==> config.mk <==
export PLATFORM = sky130hd
export DESIGN_NAME = channel_accumulate_unit_flat
export DESIGN_NICKNAME = d
export VERILOG_FILES = /design/src/rtl/channel_accumulate_unit_if.sv /design/src/rtl/channel_accumulate_unit.sv /design/src/flat_wrapper.sv
export SDC_FILE = /design/constraint.sdc
export NUM_CORES = 1
export LEC_CHECK = 0
export CELL_PAD_IN_SITES_DETAIL_PLACEMENT = 1
export CELL_PAD_IN_SITES_GLOBAL_PLACEMENT = 2
export CORE_MARGIN = 5
export CORE_UTILIZATION = 39
export DETAILED_ROUTE_END_ITERATION = 10
export DONT_BUFFER_PORTS = 1
export PLACE_DENSITY_LB_ADDON = 0.1
export SYNTH_ARGS = -nofsm -noshare
export SYNTH_HDL_FRONTEND = slang
export SYNTH_SLANG_ARGS = --single-unit
==> constraint.sdc <==
create_clock -name clk -period 5.9 [get_ports clk]
set_input_delay 0.295 -clock clk [delete_from_list [all_inputs] [get_ports clk]]
set_output_delay 0.295 -clock clk [all_outputs]
set_load 0.01 [all_outputs]
==> src/rtl/channel_accumulate_unit_if.sv <==
// Product-beat input and pixel-result output bundle
// for the channel accumulate unit.
interface channel_accumulate_unit_if #(
  parameter int WIDTH = 32,
  parameter int SIZE  = 9
);
  logic                        mul_valid;
  logic [SIZE-1:0][WIDTH-1:0]  din;
  logic                        out_valid;
  logic [WIDTH-1:0]            dout;

  modport master (
    output mul_valid,
    output din,
    input  out_valid,
    input  dout
  );

  modport slave (
    input  mul_valid,
    input  din,
    output out_valid,
    output dout
  );
endinterface

==> src/rtl/channel_accumulate_unit.sv <==
// Registered adder-tree reduction of product beats,
// channel accumulation, bias add and optional ReLU.
module channel_accumulate_unit #(
  parameter int WIDTH = 32,
  parameter int SIZE  = 9,
  parameter int CH_W  = 8
) (
  input  logic             clk,
  input  logic             rst_n,
  input  logic             soft_clear,
  channel_accumulate_unit_if.slave bus,
  input  logic [CH_W-1:0]  num_channels,
  input  logic [WIDTH-1:0] bias,
  input  logic             relu_en,
  output logic             busy
);

  localparam int D = (SIZE < 2) ? 1 : $clog2(SIZE);

  typedef enum logic {IDLE, ACCUM} state_t;

  function automatic int lvl_n(input int k);
    int n;
    n = SIZE;
    for (int i = 0; i < k; i++) n = (n + 1) / 2;
    return n;
  endfunction

  function automatic logic [WIDTH-1:0] post(
    input logic [WIDTH-1:0] x,
    input logic             r
  );
    return (r && x[WIDTH-1]) ? '0 : x;
  endfunction

  // lv is double width so pair indexing never leaves range
  logic [WIDTH-1:0] lv [D+1][2*SIZE];
  logic [WIDTH-1:0] rg [D][SIZE];
  logic [WIDTH-1:0] nx [D][SIZE];
  logic [D-1:0]     vld;

  logic [WIDTH-1:0] tsum;
  logic             tvalid;

  always_comb begin
    for (int k = 0; k <= D; k++)
      for (int j = 0; j < 2*SIZE; j++)
        lv[k][j] = '0;
    for (int j = 0; j < SIZE; j++)
      lv[0][j] = bus.din[j];
    for (int k = 1; k <= D; k++)
      for (int j = 0; j < SIZE; j++)
        lv[k][j] = rg[k-1][j];
  end

  always_comb begin
    for (int k = 1; k <= D; k++)
      for (int j = 0; j < SIZE; j++) begin
        nx[k-1][j] = '0;
        if (j < lvl_n(k)) begin
          if (2*j+1 < lvl_n(k-1))
            nx[k-1][j] = lv[k-1][2*j]
                       + lv[k-1][2*j+1];
          else
            nx[k-1][j] = lv[k-1][2*j];
        end
      end
  end

  always_ff @(posedge clk) begin
    if (!rst_n || soft_clear) begin
      vld <= '0;
      rg  <= '{default: '0};
    end else begin
      vld[0] <= bus.mul_valid;
      for (int k = 1; k < D; k++)
        vld[k] <= vld[k-1];
      rg <= nx;
    end
  end

  assign tsum   = rg[D-1][0];
  assign tvalid = vld[D-1];

  state_t           state_q, state_d;
  logic [WIDTH-1:0] acc_q, acc_d;
  logic [CH_W-1:0]  cnt_q, cnt_d;
  logic [CH_W-1:0]  n_q, n_d;
  logic [WIDTH-1:0] bias_q, bias_d;
  logic             relu_q, relu_d;
  logic [WIDTH-1:0] dout_q, dout_d;
  logic             ov_q, ov_d;
  logic [CH_W-1:0]  n_eff;
  logic             last;

  assign n_eff = (num_channels == '0)
               ? CH_W'(1) : num_channels;
  assign last  = (cnt_q == n_q - 1'b1);

  always_ff @(posedge clk) begin
    if (!rst_n || soft_clear) state_q <= IDLE;
    else                      state_q <= state_d;
  end

  always_comb begin
    state_d = state_q;
    unique case (state_q)
      IDLE:
        if (tvalid && n_eff != CH_W'(1))
          state_d = ACCUM;
      ACCUM:
        if (tvalid && last)
          state_d = IDLE;
      default: state_d = IDLE;
    endcase
  end

  always_comb begin
    acc_d  = acc_q;
    cnt_d  = cnt_q;
    n_d    = n_q;
    bias_d = bias_q;
    relu_d = relu_q;
    dout_d = dout_q;
    ov_d   = 1'b0;
    unique case (state_q)
      IDLE:
        if (tvalid) begin
          if (n_eff == CH_W'(1)) begin
            dout_d = post(tsum + bias, relu_en);
            ov_d   = 1'b1;
          end else begin
            acc_d  = tsum;
            cnt_d  = CH_W'(1);
            n_d    = n_eff;
            bias_d = bias;
            relu_d = relu_en;
          end
        end
      ACCUM:
        if (tvalid) begin
          if (last) begin
            dout_d = post(acc_q + tsum + bias_q,
                          relu_q);
            ov_d   = 1'b1;
            acc_d  = '0;
            cnt_d  = '0;
          end else begin
            acc_d  = acc_q + tsum;
            cnt_d  = cnt_q + 1'b1;
          end
        end
      default: ;
    endcase
  end

  // soft_clear keeps the last delivered pixel on dout
  always_ff @(posedge clk) begin
    if (!rst_n) begin
      acc_q  <= '0;
      cnt_q  <= '0;
      n_q    <= CH_W'(1);
      bias_q <= '0;
      relu_q <= 1'b0;
      dout_q <= '0;
      ov_q   <= 1'b0;
    end else if (soft_clear) begin
      acc_q  <= '0;
      cnt_q  <= '0;
      ov_q   <= 1'b0;
    end else begin
      acc_q  <= acc_d;
      cnt_q  <= cnt_d;
      n_q    <= n_d;
      bias_q <= bias_d;
      relu_q <= relu_d;
      dout_q <= dout_d;
      ov_q   <= ov_d;
    end
  end

  assign bus.out_valid = ov_q;
  assign bus.dout      = dout_q;
  assign busy = (state_q == ACCUM) | (|vld);

endmodule

==> src/flat_wrapper.sv <==
// flat-port wrapper written by rule: the top's interface ports become plain ports
module channel_accumulate_unit_flat 
#(
  parameter int WIDTH = 32,
  parameter int SIZE  = 9,
  parameter int CH_W  = 8
)
  (clk, rst_n, soft_clear, num_channels, bias, relu_en, busy, bus_mul_valid, bus_din, bus_out_valid, bus_dout);
  channel_accumulate_unit_if #(.WIDTH(WIDTH), .SIZE(SIZE)) bus_i ();
  input  logic clk;
  input  logic rst_n;
  input  logic soft_clear;
  input  logic [CH_W-1:0] num_channels;
  input  logic [WIDTH-1:0] bias;
  input  logic relu_en;
  output logic busy;
  input wire logic [$bits(bus_i.mul_valid)-1:0] bus_mul_valid;
  input wire logic [$bits(bus_i.din)-1:0] bus_din;
  output wire logic [$bits(bus_i.out_valid)-1:0] bus_out_valid;
  output wire logic [$bits(bus_i.dout)-1:0] bus_dout;
  assign bus_i.mul_valid = bus_mul_valid;
  assign bus_i.din = bus_din;
  assign bus_out_valid = bus_i.out_valid;
  assign bus_dout = bus_i.dout;
  channel_accumulate_unit #(.WIDTH(WIDTH), .SIZE(SIZE), .CH_W(CH_W)) u_core (.clk(clk), .rst_n(rst_n), .soft_clear(soft_clear), .bus(bus_i), .num_channels(num_channels), .bias(bias), .relu_en(relu_en), .busy(busy));
endmodule
==> reports/metrics.cfg <==
[status]
status = finished, final reports clean

[clock_network]
clk_pin_slew_ps = 60
htree_num_levels = 2
post_cts_buffers = 0
ctsLongestPathBuffers = 3
clock_latency_ps = 620
clock_sinks = 471
tritoncts = yes
root_buffer = clkbuf_16
cts_buffers = 55

[yosys]
synth_xor_xnor_area_share = 0.08452
synth_fa_ha_area_frac = 0.1532
synth_top_family_by_area = compound AO/OA/AOI/OAI gates
seq_area_frac_synth = 0.3193
syn-instance-count = 3469
synth-compound-area-share = 0.2337
muxShareOfSynthArea = 0.001017
syn_area_um2 = 29530
yosys.area_share.simple = 0.1841
synth_area_per_cell_um2 = 8.513
ys_types = 86
yosysMostFrequentCell = dfxtp_1
synth_nets = 4157
async_reset_ff_frac = 0
synthFlopType = dfxtp_1
ys_top_cells_by_area = dfxtp_1 (32%), ha_1 (15%), xnor2_1 (4.9%), nor2_1 (4.9%), a21oi_1 (4.2%)
synth_top_area_cell = dfxtp_1
synth_top_cell_area_share = 0.3193
yosys_warnings = 0
yosys-top-cells-count = dfxtp_1 (471), nor2_1 (383), ha_1 (344)
synth_edf_count = 0
synth_seq_cells = 471

[critical_path]
rr_endpoint = u_core.bus.dout[28]
cp.arrival_ps = 6130
crit_required_ps = 6390
cp-startpoint = u_core.tsum[0]
cp_max_fo = 13
crit_path_end = u_core.bus.dout[28]
crit_path_end_kind = flop
rr_worst_depth = 23
rr_startpoint = u_core.tsum[0]
critPathLaunchType = flop
rrSetupSlack_ps = 260
worstSetupPathType = reg -> reg

[die]
fp.dieW_um = 285.2
die_area_um2 = 81330
die_h_um = 285.2
core_area_um2 = 75570
ios = 367
row_count = 101
start_util = 0.3908

[power]
power.density_nw_per_um2 = 247.4
ir_drop_uv = 201.6
p_total_uw = 8318
leakagePower_uw = 0.01495

[detailed_routing]
first_iter_violations = 1003
wire_per_inst_um = 19.82
viasPerCell = 5.516
vias = 25240
ant_nets = 0
wl_mm = 90.70
first_pass_iters = 5
drc_errors = 0

[timing]
min_period_ps = 5641
max-slew-margin-rel = 0.2390
tightest_slew_ps = 1142
hold-worst-slack_ps = 40.55
fmaxAchievable_ghz = 0.1773
final-max-slew-violation-count = 0
hold_viol_final = 0
finalCritPeriodShare = 0.9561
setup_viol = 0
finalClockSkew_ps = 30.32

[finish]
layout.nets = 4237
multiInputGateArea_um2 = 19440
stdcell_count = 4575
area_delta_synth_final_pct = 13.85
seqCellArea_um2 = 9429
fillers = 8804
drive_above_1_share = 0.04319

[global_route]
grt.met1_usage = 0.2631
grt_max_degree = 121
use_met3 = 0.02838
grt_pass1_wl_mm = 145.4
track_usage = 0.2160
antenna_found_initial = 11
overflow = 0
grt_use_met2 = 0.3916
grt_pass1_vias = 27360
top_usage_layer = met2

[placement]
numPortBuffers = 0
dp.cells = 4367
gp_congestion = 0.8819
post-dp-hpwl_mm = 70.91

[hold_path]
min_from = bus_din[103]
hp-class = in -> reg

[job]
cap_violations = 0

==> what timing repair did <==
action / 4_1_cts / 5_1_grt
endpoints found under the setup margin: 0 / 21
endpoints found under the hold margin: 132 / 0
resized for setup: 0 / 3
hold buffers: 103 / 0
==> kinds of logic (layout without fill, tap and decap cells) <==
| family | count (synthesis) | count (layout) |
|---|---|---|
| DFF | 471 | 471 |
| buffers and inverters | 187 | 307 |
| other | 0 | 8 |
| adders and majority gates | 355 | 355 |
| and+or+nand+nor | 1134 | 1134 |
| xor gates and xnor gates | 285 | 285 |
| AOI/OAI and AO/OA | 1034 | 1034 |
| muxes | 3 | 3 |
==> power by group <==
group	switching (uW)	total (uW)	internal, uW
clock network	1390	3640	2250
registers	52.8	3360	3300
logic	756	1320	564
total	2200	8320	6120
==> final cells by class <==
type | count | area share
Multi-Input combinational cell | 2811 | 0.5781
Sequential cell | 471 | 0.2805
Clock buffer | 70 | 0.04533
Timing Repair Buffer | 124 | 0.03699
Tap cell | 978 | 0.03640
Clock inverter | 27 | 0.01250
Inverter | 86 | 0.009601
Antenna cell | 8 | 0.0005954
==> state kept, by name, summed over array words and instances (netlist names) <==
signal,count
u_core.lv,320
u_core.acc_q,32
u_core.bias_q,32
u_core.bus.dout,32
u_core.tsum,32
u_core.cnt_q,8
u_core.n_q,8
u_core.vld,4
u_core.bus.out_valid,1
u_core.relu_q,1
u_core.state_q,1
==> placed cells by master, fill, tap and decap left out, types with 8 or more instances in the layout <==
cell / n
o21ai_0: 197
buf_4: 18
a21boi_0: 47
a2111oi_0: 9
clkinv_2: 8
o31ai_1: 12
dlygate4sd3_1: 102
bufinv_16: 10
and3_1: 34
nand2_1: 229
xor2_1: 119
o211ai_1: 17
o21a_1: 50
nand3_1: 54
inv_1: 84
dfxtp_1: 471
clkbuf_16: 56
nor4_1: 13
ha_1: 344
nor2b_1: 45
and2_1: 127
nor2_1: 383
a211oi_1: 51
or3_1: 19
diode_2: 8
fa_1: 11
a221oi_1: 62
xnor2_1: 166
o21ai_1: 12
o21bai_1: 45
a21oi_1: 245
nor3_1: 100
a21o_1: 161
nor3b_1: 13
a31oi_1: 22
and4_1: 9
nand4_1: 22
nand2b_1: 56
==> through the flow <==
step | worst slack [ps] | cell area, um^2 | setup TNS (ps) | utilization
CTS | 138.1 | 33590 | 0 | 0.4445
detailed placement | 175.1 | 30590 | 0 | 0.4048
floorplan | 898.4 | 29530 | 0 | -
global route | -12.35 | 33610 | -12.35 | 0.4448
finish | 259.2 | 33620 | 0 | 0.4449
global placement | 340.9 | 30590 | 0 | 0.4048
==> worst max-delay path, stage by stage, from the launching register on <==
cell and delay (ps):
dfxtp_1 330, ha_1 220, fa_1 430, a211o_1 320, a21boi_0 210, buf_4 170
o21bai_1 80, a21o_1 200, o31a_1 280, a21o_1 210, a221o_1 340, a21oi_2 150
xnor2_1 120, ha_1 330, nand3_1 100, or4_1 520, o21ai_1 280, a21oi_2 120
o21ai_2 190, xnor2_1 200, a21oi_2 130, buf_4 210, a221oi_1 310, nor2_1 70
==> metal layers <==
layer / vias to the layer above / share of wire
met3: 167 / 0.032
met5: - / 0.00023
li1: 12630 / -
met2: 397 / 0.50
met4: 4 / 0.034
met1: 12040 / 0.44
==> how the worst min path moves through the flow <==
| stage | end | slack (ps) | cells after the start |
|---|---|---|---|
| finish | u_core.lv[2247] | 40 | 3 |
| floorplan | u_core.lv[1088] | 410 | 1 |
| detailed placement | u_core.lv[1651] | 410 | 1 |
| global route | u_core.lv[2260] | 30 | 3 |
| CTS | u_core.lv[2209] | 0.9 | 3 |
| global placement | u_core.n_q[0] | 410 | 1 |
Power figures use the tool's default switching activity.
